File: config.mk
export PLATFORM = sky130hd
export DESIGN_NAME = pixel_plot_writer_flat
export DESIGN_NICKNAME = d
export VERILOG_FILES = /design/src/rtl/pixel_plot_if.sv /design/src/rtl/pixel_plot_writer.sv /design/src/flat_wrapper.sv
export SDC_FILE = /design/constraint.sdc
export NUM_CORES = 1
export LEC_CHECK = 0
export BUFFER_PORTS_ARGS = -buffer_cell sky130_fd_sc_hd__buf_2
export CAP_MARGIN = 10
export CORE_MARGIN = 2
export CORE_UTILIZATION = 35
export CTS_BUF_LIST = sky130_fd_sc_hd__clkbuf_8
export CTS_CLUSTER_DIAMETER = 150
export DETAILED_ROUTE_END_ITERATION = 12
export PLACE_DENSITY = 0.54
export SYNTH_ARGS = -nofsm -noshare
export SYNTH_HDL_FRONTEND = slang
export SYNTH_SLANG_ARGS = --single-unit
File: constraint.sdc
create_clock -name clk -period 3.6 [get_ports clk]
set_input_delay 0.54 -clock clk [delete_from_list [all_inputs] [get_ports clk]]
set_output_delay 0.54 -clock clk [all_outputs]
set_load 0.005 [all_outputs]
File: src/rtl/pixel_plot_if.sv
// Handshake bundle between the line drawer, the pixel plot writer and the framebuffer port.
// The master side drives pixels and write acks; the slave side is the writer itself.
interface pixel_plot_if;
    logic        in_valid;
    logic        in_ready;
    logic [10:0] in_x;
    logic [10:0] in_y;
    logic        in_color;
    logic        line_done;
    logic [18:0] fb_addr;
    logic        fb_data;
    logic        fb_we;
    logic        fb_ack;
    logic        flushed;
    logic [15:0] clip_count;

    modport master (
        output in_valid, in_x, in_y, in_color, line_done, fb_ack,
        input  in_ready, fb_addr, fb_data, fb_we, flushed, clip_count
    );

    modport slave (
        input  in_valid, in_x, in_y, in_color, line_done, fb_ack,
        output in_ready, fb_addr, fb_data, fb_we, flushed, clip_count
    );
endinterface

File: src/rtl/pixel_plot_writer.sv
// Buffers on-screen pixels from the line drawer in a small FIFO and writes them one at a
// time to a 1-bit framebuffer, dropping and counting any pixel that falls off the screen.
module pixel_plot_writer #(
    parameter int DEPTH    = 8,
    parameter int SCREEN_W = 640,
    parameter int SCREEN_H = 480
) (
    input logic         clk,
    input logic         reset,
    pixel_plot_if.slave bus
);
    localparam int AW = (DEPTH > 1) ? $clog2(DEPTH) : 1;

    localparam logic [1:0] IDLE  = 2'd0;
    localparam logic [1:0] LOAD  = 2'd1;
    localparam logic [1:0] WRITE = 2'd2;

    localparam logic [10:0] W_LIM = 11'(SCREEN_W);
    localparam logic [10:0] H_LIM = 11'(SCREEN_H);
    localparam logic [18:0] W_MUL = 19'(SCREEN_W);
    localparam logic [AW:0] FULL  = (AW + 1)'(DEPTH);

    logic [19:0]   mem [DEPTH];
    logic [AW-1:0] wr_ptr;
    logic [AW-1:0] rd_ptr;
    logic [AW:0]   count;
    logic [1:0]    state;
    logic [18:0]   addr_q;
    logic          data_q;
    logic          flushed_q;
    logic [15:0]   clip_q;
    logic [19:0]   head;
    logic          accept;
    logic          on_screen;
    logic          push;
    logic          pop;

    // Readiness comes only from the registered occupancy, so a full FIFO refuses a pixel
    // even when the write side is popping in the same cycle.
    assign bus.in_ready = (count < FULL);
    assign accept       = bus.in_valid & bus.in_ready;
    assign on_screen    = ~bus.in_x[10] & ~bus.in_y[10] & (bus.in_x < W_LIM) & (bus.in_y < H_LIM);
    assign push         = accept & on_screen;
    assign pop          = (state == LOAD);
    assign head         = mem[rd_ptr];

    always_ff @(posedge clk) begin
        if (reset) begin
            wr_ptr <= '0;
            rd_ptr <= '0;
            count  <= '0;
        end else begin
            if (push) begin
                mem[wr_ptr] <= {bus.in_x[9:0], bus.in_y[8:0], bus.in_color};
                wr_ptr      <= wr_ptr + 1'b1;
            end
            if (pop) begin
                rd_ptr <= rd_ptr + 1'b1;
            end
            case ({push, pop})
                2'b10:   count <= count + 1'b1;
                2'b01:   count <= count - 1'b1;
                default: ;
            endcase
        end
    end

    // Entry layout is {x[9:0], y[8:0], color}; the address is computed once in LOAD and
    // then held for as long as the framebuffer keeps the write waiting.
    always_ff @(posedge clk) begin
        if (reset) begin
            state  <= IDLE;
            addr_q <= '0;
            data_q <= 1'b0;
        end else begin
            case (state)
                IDLE: begin
                    if (count != '0) state <= LOAD;
                end
                LOAD: begin
                    addr_q <= 19'(head[9:1]) * W_MUL + 19'(head[19:10]);
                    data_q <= head[0];
                    state  <= WRITE;
                end
                WRITE: begin
                    if (bus.fb_ack) state <= (count != '0) ? LOAD : IDLE;
                end
                default: state <= IDLE;
            endcase
        end
    end

    always_ff @(posedge clk) begin
        if (reset) begin
            clip_q    <= '0;
            flushed_q <= 1'b0;
        end else begin
            if (accept && !on_screen && clip_q != 16'hFFFF) begin
                clip_q <= clip_q + 1'b1;
            end
            flushed_q <= bus.line_done & (count == '0) & (state == IDLE) & ~bus.in_valid;
        end
    end

    assign bus.fb_we      = (state == WRITE);
    assign bus.fb_addr    = addr_q;
    assign bus.fb_data    = data_q;
    assign bus.flushed    = flushed_q;
    assign bus.clip_count = clip_q;
endmodule

File: src/flat_wrapper.sv
// flat-port wrapper written by rule: the top's interface ports become plain ports
module pixel_plot_writer_flat 
#(
    parameter int DEPTH    = 8,
    parameter int SCREEN_W = 640,
    parameter int SCREEN_H = 480
)
  (clk, reset, bus_in_valid, bus_in_x, bus_in_y, bus_in_color, bus_line_done, bus_fb_ack, bus_in_ready, bus_fb_addr, bus_fb_data, bus_fb_we, bus_flushed, bus_clip_count);
  pixel_plot_if bus_i ();
  input logic clk;
  input logic reset;
  input wire logic [$bits(bus_i.in_valid)-1:0] bus_in_valid;
  input wire logic [$bits(bus_i.in_x)-1:0] bus_in_x;
  input wire logic [$bits(bus_i.in_y)-1:0] bus_in_y;
  input wire logic [$bits(bus_i.in_color)-1:0] bus_in_color;
  input wire logic [$bits(bus_i.line_done)-1:0] bus_line_done;
  input wire logic [$bits(bus_i.fb_ack)-1:0] bus_fb_ack;
  output wire logic [$bits(bus_i.in_ready)-1:0] bus_in_ready;
  output wire logic [$bits(bus_i.fb_addr)-1:0] bus_fb_addr;
  output wire logic [$bits(bus_i.fb_data)-1:0] bus_fb_data;
  output wire logic [$bits(bus_i.fb_we)-1:0] bus_fb_we;
  output wire logic [$bits(bus_i.flushed)-1:0] bus_flushed;
  output wire logic [$bits(bus_i.clip_count)-1:0] bus_clip_count;
  assign bus_i.in_valid = bus_in_valid;
  assign bus_i.in_x = bus_in_x;
  assign bus_i.in_y = bus_in_y;
  assign bus_i.in_color = bus_in_color;
  assign bus_i.line_done = bus_line_done;
  assign bus_i.fb_ack = bus_fb_ack;
  assign bus_in_ready = bus_i.in_ready;
  assign bus_fb_addr = bus_i.fb_addr;
  assign bus_fb_data = bus_i.fb_data;
  assign bus_fb_we = bus_i.fb_we;
  assign bus_flushed = bus_i.flushed;
  assign bus_clip_count = bus_i.clip_count;
  pixel_plot_writer #(.DEPTH(DEPTH), .SCREEN_W(SCREEN_W), .SCREEN_H(SCREEN_H)) u_core (.clk(clk), .reset(reset), .bus(bus_i));
endmodule
==> flow_summary_export.csv <==
group,metric,value,unit
outcome,outcome,"finished, final reports clean",
place,dpl.hpwl,11400,um
synthesis,netlist.area_leader.share,54.6,%
synthesis,netlist_area,8800,um2
sta,maxSlewViolCount,0,
pwr,powerDensity,495,nW/um2
routing,top_layer,"met4",
clock_network,cts_num_sinks,212,
setup_path,slowest_stage,"mux4_2",
place,io_buffers,66,
sta,max_freq,0.291,GHz
sta,fin_crit,3.43,ns
place,pre_cts_slack,0.0654,ns
pwr,p_total,5270,uW
clock_network,root_buffer,"clkbuf_8",
clock_network,insertion_delay,0.52,ns
synthesis,ys_ff_latch,212,
clock_network,cts_tree,"yes",
floorplan,io_pins,67,
floorplan,fp.dieW,163,um
grt,track_usage,14.2,%
grt,antenna_found_initial,1,
grt,overflow,0,
setup_path,required,3.97,ns
setup_path,critPathArrivalTime,3.81,ns
setup_path,path_max_fanout,7,
floorplan,die-area,26400,um2
sta,hold_viol,0,
synthesis,async_reset_ff_share,0,%
setup_path,cpLargestDelayFamily,"compound AO/OA/AOI/OAI gates",
routing,viasPerCell,4.84,
floorplan,initial_core_util,35.3,%
synthesis,synth-simple-area-share,6.80,%
sta,fin_tns_setup,0,ns
synthesis,synth_edf_count,160,
synthesis,synth_warnings,0,
synthesis,muxShareOfSynthArea,12.8,%
synthesis,synth_top_family_by_area,"multiplexers",
synthesis,synth.most_common_cell,"edfxtp_1",
setup_path,path_cells,"buf_12, buf_6, mux4_2, mux2_4, ha_4, ha_4, fa_2, a211oi_2, o21ai_2, buf_4, buf_4, a21oi_1, o21ai_0, a31oi_1, nor3_1",
grt,grt_max_degree,49,
pwr,p_leak,0.00371,uW
sta,setup_viol,0,
floorplan,die_y,163,um
synthesis,synth_compound_area_share,4.75,%
setup_path,cpPeakStageDelay,0.47,ns
synthesis,synth_cell_types,53,
sta,slew_headroom,61.7,%
synthesis,syn_nets,610,
clock_network,clockBufferDepth,3,
floorplan,row_count,58,
routing,drt-met1-wl,8120,um
cells_and_area,area_growth,21.1,%
grt,grt_pass1_wl,28600,um
floorplan,core-area,24900,um2
synthesis,ys_seq_area_share,66.5,%
cells_and_area,final_cells,1028,
grt,grt_pass1_vias,5161,
routing,dr_wl_met3,977,um
synthesis,synth_fa_ha_area_share,3.95,%
setup_path,worst_setup_path_end_kind,"register",
synthesis,synthTopCellsByArea,"edfxtp_1, dfxtp_1, mux4_2, ha_1, nor2_1",
cells_and_area,final_nets,727,
routing,wl_per_cell,17.8,um
routing,drc_errors,0,
routing,num_vias,4980,
place,place.gp.congestion,0.737,
sta,tightest_slew,0.574,ns
setup_path,critical_path_class,"register to register",
synthesis,synthCells,556,
routing,drtAntennaViolNets,0,
routing,wirelength,18300,um
sta,finClkSkew,0.0176,ns
flow_run,max_cap_viol_count,0,
routing,dr_wl_met2,8880,um
synthesis,syn_area_per_cell,15.8,um2
hold_path,hold_path_class,"input pin to register",
clock_network,holdBufCountCts,0,
clock_network,cts_buffers,36,
synthesis,synthFlopType,"edfxtp_1",
clock_network,htreeDepth,2,
synthesis,synth_top_cell_by_area,"edfxtp_1",
clock_network,path_clk_slew,0.06,ns
cells_and_area,layout-drive-gt1-share,33.9,%
routing,drt-pass1-iter-count,4,
place,dp.cells,957,
routing,drt_iter0_markers,361,
synthesis,synthTopCellsByCount,"edfxtp_1, nor2_1, dfxtp_1, mux4_2, nand2_1",
synthesis,synth_xor_xnor_area_share,3.37,%
setup_path,cp.buffers_inverters,4,
sta,worst_slack,0.165,ns
setup_path,crit_path_start_kind,"register",
sta,period_share,95.4,%
pwr,ir_worst_vdd,0.000207,V
[through the flow]
stage | utilization, % | hold WS (ns) | cell area [um2]
finish | 42.8 | 0.278 | 10700
global placement | 39.1 | 0.423 | 9730
global route | 42.8 | 0.260 | 10700
detailed placement | 39.1 | 0.439 | 9730
CTS | 42.0 | 0.241 | 10500
floorplan | - | 0.413 | 8850
[layer usage]
layer | vias up | GRT usage (%)
li1 | 2370 | -
met1 | 2465 | 18.9
met2 | 115 | 23.2
met3 | 30 | 2.95
met4 | 0 | 4.91
met5 | - | 0
[power by group]
| group | total, uW | internal [uW] | switching, uW | leakage (uW) |
|---|---|---|---|---|
| Clock | 2130 | 1220 | 908 | 0.000418 |
| Combinational | 466 | 227 | 239 | 0.00143 |
| Sequential | 2670 | 2650 | 19.2 | 0.00186 |
[final timing paths]
path	startpoint	end	slack (ns)	cells after the start
max reg2reg	register	u_core.bus.fb_addr[18]$_SDFFE_PP0P_	0.17	15
min reg2reg	u_core.state[1]$_SDFFE_PP0P_	u_core.bus.flushed$_SDFF_PP0_	0.45	1
max	register	u_core.bus.fb_addr[18]$_SDFFE_PP0P_	0.17	15
min	bus_line_done	u_core.bus.flushed$_SDFF_PP0_	0.28	3
[registers in the layout, summed over array words and instances, names as in the netlist, named ones only]
| name | flops |
|---|---|
| u_core.mem | 160 |
| u_core.bus.fb_addr | 19 |
| u_core.bus.clip_count | 16 |
| u_core.bus.flushed | 1 |
| u_core.state | 2 |
| u_core.wr_ptr | 3 |
| u_core.bus.fb_data | 1 |
| u_core.count | 4 |
| u_core.rd_ptr | 3 |
[cells by family (layout without fill, tap and decap cells)]
logic type | Yosys count | count (layout)
flops | 212 | 212
buf+inv | 39 | 180
xor+xnor | 33 | 33
fa+ha+maj | 26 | 26
compound gates | 58 | 58
simple gates | 127 | 127
mux | 61 | 61
other cells | 0 | 1
[worst register-to-register path, cell delays in order (launching register included)]
cell	delay, ns
dfxtp_4	0.37
buf_12	0.14
buf_6	0.10
mux4_2	0.47
mux2_4	0.33
ha_4	0.18
ha_4	0.17
fa_2	0.40
a211oi_2	0.26
o21ai_2	0.10
buf_4	0.13
buf_4	0.12
a21oi_1	0.13
o21ai_0	0.11
a31oi_1	0.22
nor3_1	0.06
[area by class of cell]
type	count	area [um2]
inverters	16	60.1
diodes	1	2.50
well taps	330	413
multi-input cells	305	2950
flip-flops and latches	212	5850
clock inverters	19	133
repair buffers	102	654
clock buffers	43	592
fillers	2253	14200
[placed cells by master (no fill, tap or decap), types with 4 or more instances in the layout]
cell / instances
buf_2: 66
nand3_1: 9
nand2_1: 25
clkbuf_8: 43
nand4_1: 8
inv_1: 29
nor2_2: 6
xor2_1: 23
xnor2_1: 8
buf_4: 31
o21ai_0: 7
ha_4: 6
nor3_1: 4
mux2i_1: 11
a211oi_1: 12
a211oi_2: 6
nor2_1: 51
dfxtp_1: 51
edfxtp_1: 160
a21oi_1: 15
mux2_2: 7
and3_1: 4
ha_1: 17
mux4_2: 40
[repair_timing]
item / 4_1_cts / 5_1_grt
buffers inserted: 0 / 8
endpoints found under the setup margin: 0 / 5
resized for setup: 0 / 22
Power figures use the tool's default switching activity.
